$ cat src/rtl/mem_port_arbiter_pkg.sv
// Shared types and defaults for the IF/MEM single-port memory arbiter.
package mem_port_arbiter_pkg;

  typedef enum logic [1:0] {
    ARB_IDLE = 2'd0,
    ARB_BUSY = 2'd1,
    ARB_DONE = 2'd2
  } arb_state_t;

  localparam int ADDR_W_DEF   = 32;
  localparam int DATA_W_DEF   = 32;
  localparam int WAIT_CYC_DEF = 2;
  localparam int WE_W         = 4;

endpackage

$ cat src/rtl/mem_arb_grant.sv
// Combinational grant selection between fetch and data requests.
// MEM_ARB_RR_EN: alternate on ties using the previous grant type (last_d).
module mem_arb_grant
  import mem_port_arbiter_pkg::*;
(
  input  logic dce,
  input  logic ice,
  input  logic flush,
`ifdef MEM_ARB_RR_EN
  input  logic last_d,
`endif
  output logic gnt_any,
  output logic gnt_data
);

  logic fetch_ok;

  always_comb begin
    fetch_ok = ice && !flush;
    gnt_any  = dce || fetch_ok;
`ifdef MEM_ARB_RR_EN
    // on a tie the requester that was not served last goes first
    gnt_data = dce && !(fetch_ok && last_d);
`else
    gnt_data = dce;
`endif
  end

endmodule

$ cat src/rtl/mem_port_arbiter.sv
// Shares the single-port main memory between instruction fetch and MEM-stage data.
// Optional round-robin tie-break when MEM_ARB_RR_EN is defined.
//
// state    | meaning
// ARB_IDLE | no access; grant may be made this cycle
// ARB_BUSY | memory command driven, cnt counts down the wait states
// ARB_DONE | completion pulse cycle; no grant, memory idle
module mem_port_arbiter
  import mem_port_arbiter_pkg::*;
#(
  parameter int ADDR_W   = ADDR_W_DEF,
  parameter int DATA_W   = DATA_W_DEF,
  parameter int WAIT_CYC = WAIT_CYC_DEF
) (
  input  logic              cpu_clk_50M,
  input  logic              cpu_rst_n,
  input  logic              ice,
  input  logic [ADDR_W-1:0] iaddr,
  input  logic              flush,
  input  logic              dce,
  input  logic [WE_W-1:0]   dwe,
  input  logic [ADDR_W-1:0] daddr,
  input  logic [DATA_W-1:0] din,
  output logic [DATA_W-1:0] inst,
  output logic              inst_valid,
  output logic [DATA_W-1:0] dout,
  output logic              d_valid,
  output logic              stallreq_if,
  output logic              stallreq_mem,
  output logic              mem_ce,
  output logic [WE_W-1:0]   mem_we,
  output logic [ADDR_W-1:0] mem_addr,
  output logic [DATA_W-1:0] mem_wdata,
  input  logic [DATA_W-1:0] mem_rdata
);

  localparam int CNT_W = (WAIT_CYC > 1) ? $clog2(WAIT_CYC) : 1;

  arb_state_t       state;
  logic [CNT_W-1:0] cnt;
  logic             gnt_d;
  logic             kill;
  logic             gnt_any;
  logic             gnt_data;

`ifdef MEM_ARB_RR_EN
  logic             last_d;
`endif

  mem_arb_grant u_grant (
    .dce      (dce),
    .ice      (ice),
    .flush    (flush),
`ifdef MEM_ARB_RR_EN
    .last_d   (last_d),
`endif
    .gnt_any  (gnt_any),
    .gnt_data (gnt_data)
  );

  assign stallreq_if  = ice && !flush && !inst_valid;
  assign stallreq_mem = dce && !d_valid;

  always_ff @(posedge cpu_clk_50M or negedge cpu_rst_n) begin
    if (!cpu_rst_n) begin
      state      <= ARB_IDLE;
      cnt        <= '0;
      gnt_d      <= 1'b0;
      kill       <= 1'b0;
      inst       <= '0;
      inst_valid <= 1'b0;
      dout       <= '0;
      d_valid    <= 1'b0;
      mem_ce     <= 1'b0;
      mem_we     <= '0;
      mem_addr   <= '0;
      mem_wdata  <= '0;
    end else begin
      case (state)
        ARB_IDLE: begin
          if (gnt_any) begin
            gnt_d     <= gnt_data;
            mem_ce    <= 1'b1;
            mem_addr  <= gnt_data ? daddr : iaddr;
            mem_we    <= gnt_data ? dwe : '0;
            mem_wdata <= din;
            cnt       <= CNT_W'(WAIT_CYC - 1);
            state     <= ARB_BUSY;
          end
        end
        ARB_BUSY: begin
          // a flush only cancels the fetch result; the memory cycle still runs out
          if (flush && !gnt_d)
            kill <= 1'b1;
          if (cnt == '0) begin
            mem_ce <= 1'b0;
            state  <= ARB_DONE;
            if (gnt_d) begin
              dout    <= mem_rdata;
              d_valid <= 1'b1;
            end else begin
              inst       <= mem_rdata;
              inst_valid <= !(kill || flush);
            end
          end else begin
            cnt <= cnt - CNT_W'(1);
          end
        end
        ARB_DONE: begin
          inst_valid <= 1'b0;
          d_valid    <= 1'b0;
          kill       <= 1'b0;
          state      <= ARB_IDLE;
        end
        default: state <= ARB_IDLE;
      endcase
    end
  end

`ifdef MEM_ARB_RR_EN
  always_ff @(posedge cpu_clk_50M or negedge cpu_rst_n) begin
    if (!cpu_rst_n)
      last_d <= 1'b0;
    else if (state == ARB_IDLE && gnt_any)
      last_d <= gnt_data;
  end
`endif

endmodule

$ cat config.mk
export PLATFORM = sky130hd
export DESIGN_NAME = mem_port_arbiter
export DESIGN_NICKNAME = d
export VERILOG_FILES = /design/src/rtl/mem_port_arbiter_pkg.sv /design/src/rtl/mem_arb_grant.sv /design/src/rtl/mem_port_arbiter.sv
export SDC_FILE = /design/constraint.sdc
export NUM_CORES = 1
export LEC_CHECK = 0
export BUFFER_PORTS_ARGS = -buffer_cell sky130_fd_sc_hd__buf_4
export CAP_MARGIN = 25
export CORE_UTILIZATION = 42
export DETAILED_ROUTE_END_ITERATION = 16
export GPL_TIMING_DRIVEN = 0
export PLACE_DENSITY = 0.84
export SYNTH_ARGS = -nofsm -noshare
export SYNTH_HDL_FRONTEND = slang
export SYNTH_SLANG_ARGS = --single-unit
$ cat constraint.sdc
create_clock -name cpu_clk_50M -period 1.65 [get_ports cpu_clk_50M]
set_clock_uncertainty 0.2 [all_clocks]
set_input_delay 0.33 -clock cpu_clk_50M [delete_from_list [all_inputs] [get_ports cpu_clk_50M]]
set_output_delay 0.33 -clock cpu_clk_50M [all_outputs]
set_load 0.005 [all_outputs]
==> Implementation_results.wiki <==
{| class="wikitable"
! Metric !! Value
|-
| Worst Setup Path Type || reg -> reg
|-
| Share of power burned in the clock network || 22.1%
|-
| Power density over the cells || 1870 nW/µm²
|-
| # port buffers || 272
|-
| Final Hold Viols || 0
|-
| Max transition margin || 63.7%
|-
| Grt total ovfl || 0
|-
| Layout-stage area growth over the synthesis result || 68.1%
|-
| Total length of routed met2 wires || 9100 µm
|-
| Worst hold slack across all endpoints || 0.0163 ns
|-
| Uppermost routed layer || met4
|-
| Yosys reg bits || 140
|-
| Antenna Nets Post-Route || 0
|-
| Beginning of the critical path || cnt
|-
| Width of the chip || 119 µm
|-
| Core Util, Final || 72.9%
|-
| Avg WL per Cell || 18.7 µm
|-
| Nature of the critical path endpoint || register
|-
| Pwr Total || 18.2 mW
|-
| Async set-or-reset flop fraction in the synthesized netlist || 100%
|-
| Slew at the pin closest to its max-slew limit || 0.544 ns
|-
| Non-Filler Cell Area, Final || 9740 µm²
|-
| Routed wire length || 17000 µm
|-
| Unique masters post-synth || 24
|-
| Slowest cell on the critical path || sky130_fd_sc_hd__dfrtp_2
|-
| Num CTS Buffers || 17
|-
| Most used cells in the layout excluding fill and tap cells || 283 x sky130_fd_sc_hd__buf_4, 137 x sky130_fd_sc_hd__dfrtp_1, 99 x sky130_fd_sc_hd__mux2_2
|-
| Clock-pin slew of the registers on the worst-case setup and hold paths || 0.06 ns
|-
| Number of nets in the final layout || 859
|-
| Number of DRC violations after detailed routing || 0
|-
| F_max || 0.569 GHz
|-
| Fin. max-slew vios || 0
|-
| Worst-path fanout max || 10
|-
| Worst hold start || flush
|-
| Combinational share of power || 42.9%
|-
| Number of inserted diodes || 0
|-
| CP most frequent cell || sky130_fd_sc_hd__buf_12
|-
| Commonest non-fill, non-tap cell in the layout || sky130_fd_sc_hd__buf_4
|-
| Tmin final || 1.76 ns
|-
| Worst hold path type || in -> reg
|-
| Final-layout fill cell count || 859
|-
| Largest net degree at the start of global routing || 84
|-
| Pre-CTS setup slack || -0.432 ns
|-
| Clk sinks || 140
|-
| Height of the die || 119 µm
|-
| Fraction of synthesized cell area taken by the top area cell type || 60.5%
|-
| Final worst path period share || 107%
|-
| Critical path arrival || 1.86 ns
|-
| Effective utilization at floorplan || 43.4%
|-
| Flip-flop cell with the highest count after synthesis || sky130_fd_sc_hd__dfrtp_1
|-
| Number of buffer and inverter stages on the critical path || 2
|-
| CTS tree || yes
|-
| Share of power burned in registers || 35.0%
|-
| Total nets after synthesis || 487
|-
| Worst-case vdd ir drop || 0.000733 V
|-
| Die Footprint || 14300 µm²
|-
| List of cells traversed by the critical path || nor3b_2 > and2_4 > buf_12 > buf_12 > mux2_4
|-
| CORE AREA || 13300 µm²
|-
| Synth area leaders || sky130_fd_sc_hd__dfrtp_1 60%, sky130_fd_sc_hd__mux2_2 25%, sky130_fd_sc_hd__mux2_4 7.5%
|-
| Row count || 42
|-
| Data required time at the worst endpoint || 1.75 ns
|-
| Routed vias/inst || 4.88
|-
| Switching fraction of total power || 28.8%
|-
| Insertion delay of the later-clocked pin in the worst-skew pair || 0.41 ns
|-
| First-pass GRT wire length || 26800 µm
|-
| Instance count of the mapped netlist || 350
|-
| Net switching power figure || 5.25 mW
|-
| Unrepaired setup endpoints after global routing || true
|-
| Largest stage delay, worst path || 0.44 ns
|-
| Number of flops mapped to enable cells by yosys || 0
|-
| Total internal power || 13.0 mW
|-
| Leakage power of the design || 4.68 nW
|-
| Total iterations of the first detailed-routing run || 4
|-
| Boundary Pins || 274
|-
| CP startpoint kind || register
|-
| Outcome || finished with violations
|-
| Netlist area before placement || 5790 µm²
|-
| Violations in the final reports || negative setup slack
|-
| Length of routed met3 wiring || 1120 µm
|-
| Reg-to-reg critical path startpoint || cnt
|-
| Mean Syn Cell Area || 16.5 µm²
|-
| Critical path's top delay family || flip-flops
|-
| Placed Instance Area || 8190 µm²
|-
| Final setup vio count || 64
|-
| Layout cell share with drive strength beyond 1 || 68.0%
|-
| H-tree depth reported by CTS || 4
|-
| Share of synthesized area occupied by flip-flops and latches || 60.5%
|-
| RD Place Congestion || 0.756
|-
| Synth Warn # || 0
|-
| Detailed Route Iter0 Violations || 213
|-
| Via count || 4447
|-
| Cell type contributing the most total cell area after synthesis || sky130_fd_sc_hd__dfrtp_1
|-
| Metal1 wirelength || 6390 µm
|-
| Clock Root Buffer || sky130_fd_sc_hd__clkbuf_16
|-
| Min setup slack post-route || -0.107 ns
|-
| Initial antenna violation count || 0
|-
| Total track usage || 24.8%
|-
| Half-perimeter wire length after placement || 11000 µm
|-
| Max Buffers Root-to-Sink || 2
|-
| Maximum Capacitance Violations || 0
|-
| Via count of the first global-routing pass || 4972
|}
what timing repair did:
| item | CTS | global route |
|---|---|---|
| hold buffers | 69 | 0 |
| setup buffers | 6 | 2 |
| resized for setup | 25 | 6 |
| setup endpoints to repair | 132 | 133 |
| hold endpoints to repair | 157 | 0 |
| cloned | 2 | 1 |
| pin swaps | 3 | 2 |
metrics by stage:
step                setup TNS [ns]  instances
finish                       -4.22        911
global route                 -9.07        911
CTS                          -7.94        908
detailed placement          -38.76        799
global placement            -99.61        798
floorplan                    -5.08        350
worst register-to-register path: stages (launching register included):
cell and delay (ns):
sky130_fd_sc_hd__dfrtp_2 0.44, sky130_fd_sc_hd__nor3b_2 0.23, sky130_fd_sc_hd__and2_4 0.18, sky130_fd_sc_hd__buf_12 0.13, sky130_fd_sc_hd__buf_12 0.15, sky130_fd_sc_hd__mux2_4 0.31
cells in the mapped netlist, types with 2 or more instances:
cell	n
sky130_fd_sc_hd__a22o_1	4
sky130_fd_sc_hd__nand2_1	5
sky130_fd_sc_hd__o21ai_0	4
sky130_fd_sc_hd__nor2b_1	3
sky130_fd_sc_hd__clkbuf_1	2
sky130_fd_sc_hd__inv_1	3
sky130_fd_sc_hd__nor2_1	2
sky130_fd_sc_hd__mux2_2	129
sky130_fd_sc_hd__a21o_1	2
sky130_fd_sc_hd__buf_12	4
sky130_fd_sc_hd__nand2b_1	2
sky130_fd_sc_hd__buf_6	3
sky130_fd_sc_hd__dfrtp_1	140
sky130_fd_sc_hd__mux2_4	29
sky130_fd_sc_hd__buf_2	8
sky130_fd_sc_hd__mux2_1	2
registers in the layout, indices dropped and copies added, names as in the netlist:
signal	cells
cnt	1
state	2
mem_wdata	32
dout	32
d_valid	1
mem_we	4
inst	32
inst_valid	1
mem_ce	1
mem_addr	32
gnt_d	1
kill	1
worst paths after layout:
| check | endpoint | slack [ns] | cells past startpoint |
|---|---|---|---|
| worst max-delay path | dout[17] | -0.11 | 5 |
| max in group asynchronous | state[0] | 0.20 | 3 |
| worst min-delay path | inst_valid | 0.02 | 4 |
| worst max register to register | dout[17] | -0.11 | 5 |
| min in group asynchronous | inst[20] | 0.25 | 2 |
| worst min register to register | mem_addr[23] | 0.30 | 1 |
power groups by stage:
stage / Combinational [mW] / Sequential (mW) / Clock (mW)
3_3_place_gp: 7.03 / 6.20 / 0
2_1_floorplan: 3.47 / 6.29 / 0
6_report: 7.82 / 6.38 / 4.03
3_5_place_dp: 7.23 / 6.33 / 0
4_1_cts: 7.73 / 6.32 / 4.08
5_1_grt: 8.30 / 6.57 / 4.26
per-layer routing:
| layer | vias up | global-route usage [%] |
|---|---|---|
| met5 | - | 0 |
| met1 | 2220 | 27.4 |
| met3 | 38 | 6.94 |
| met2 | 205 | 45.1 |
| met4 | 0 | 9.45 |
| li1 | 1984 | - |
final cells by class:
type                            count  area (µm²)  share of cell area (%)
Timing Repair Buffer              353        2920                    29.9
Buffer                             18         216                    2.22
Inverter                            3        11.3                   0.116
Clock buffer                       18         429                    4.41
Tap cell                          176         220                    2.26
Multi-Input combinational cell    189        2240                    23.1
Sequential cell                   140        3510                    36.0
Clock inverter                     14         191                    1.97
kinds of logic after synthesis:
family	count (synthesis)	synth area share (%)
flip-flops	140	60.5
AND/OR/NAND/NOR	17	2.01
buffers and inverters	21	3.05
AO/OA/AOI/OAI	12	1.47
multiplexers	160	33.0
Note: power is estimated with default switching activity, not from simulation.
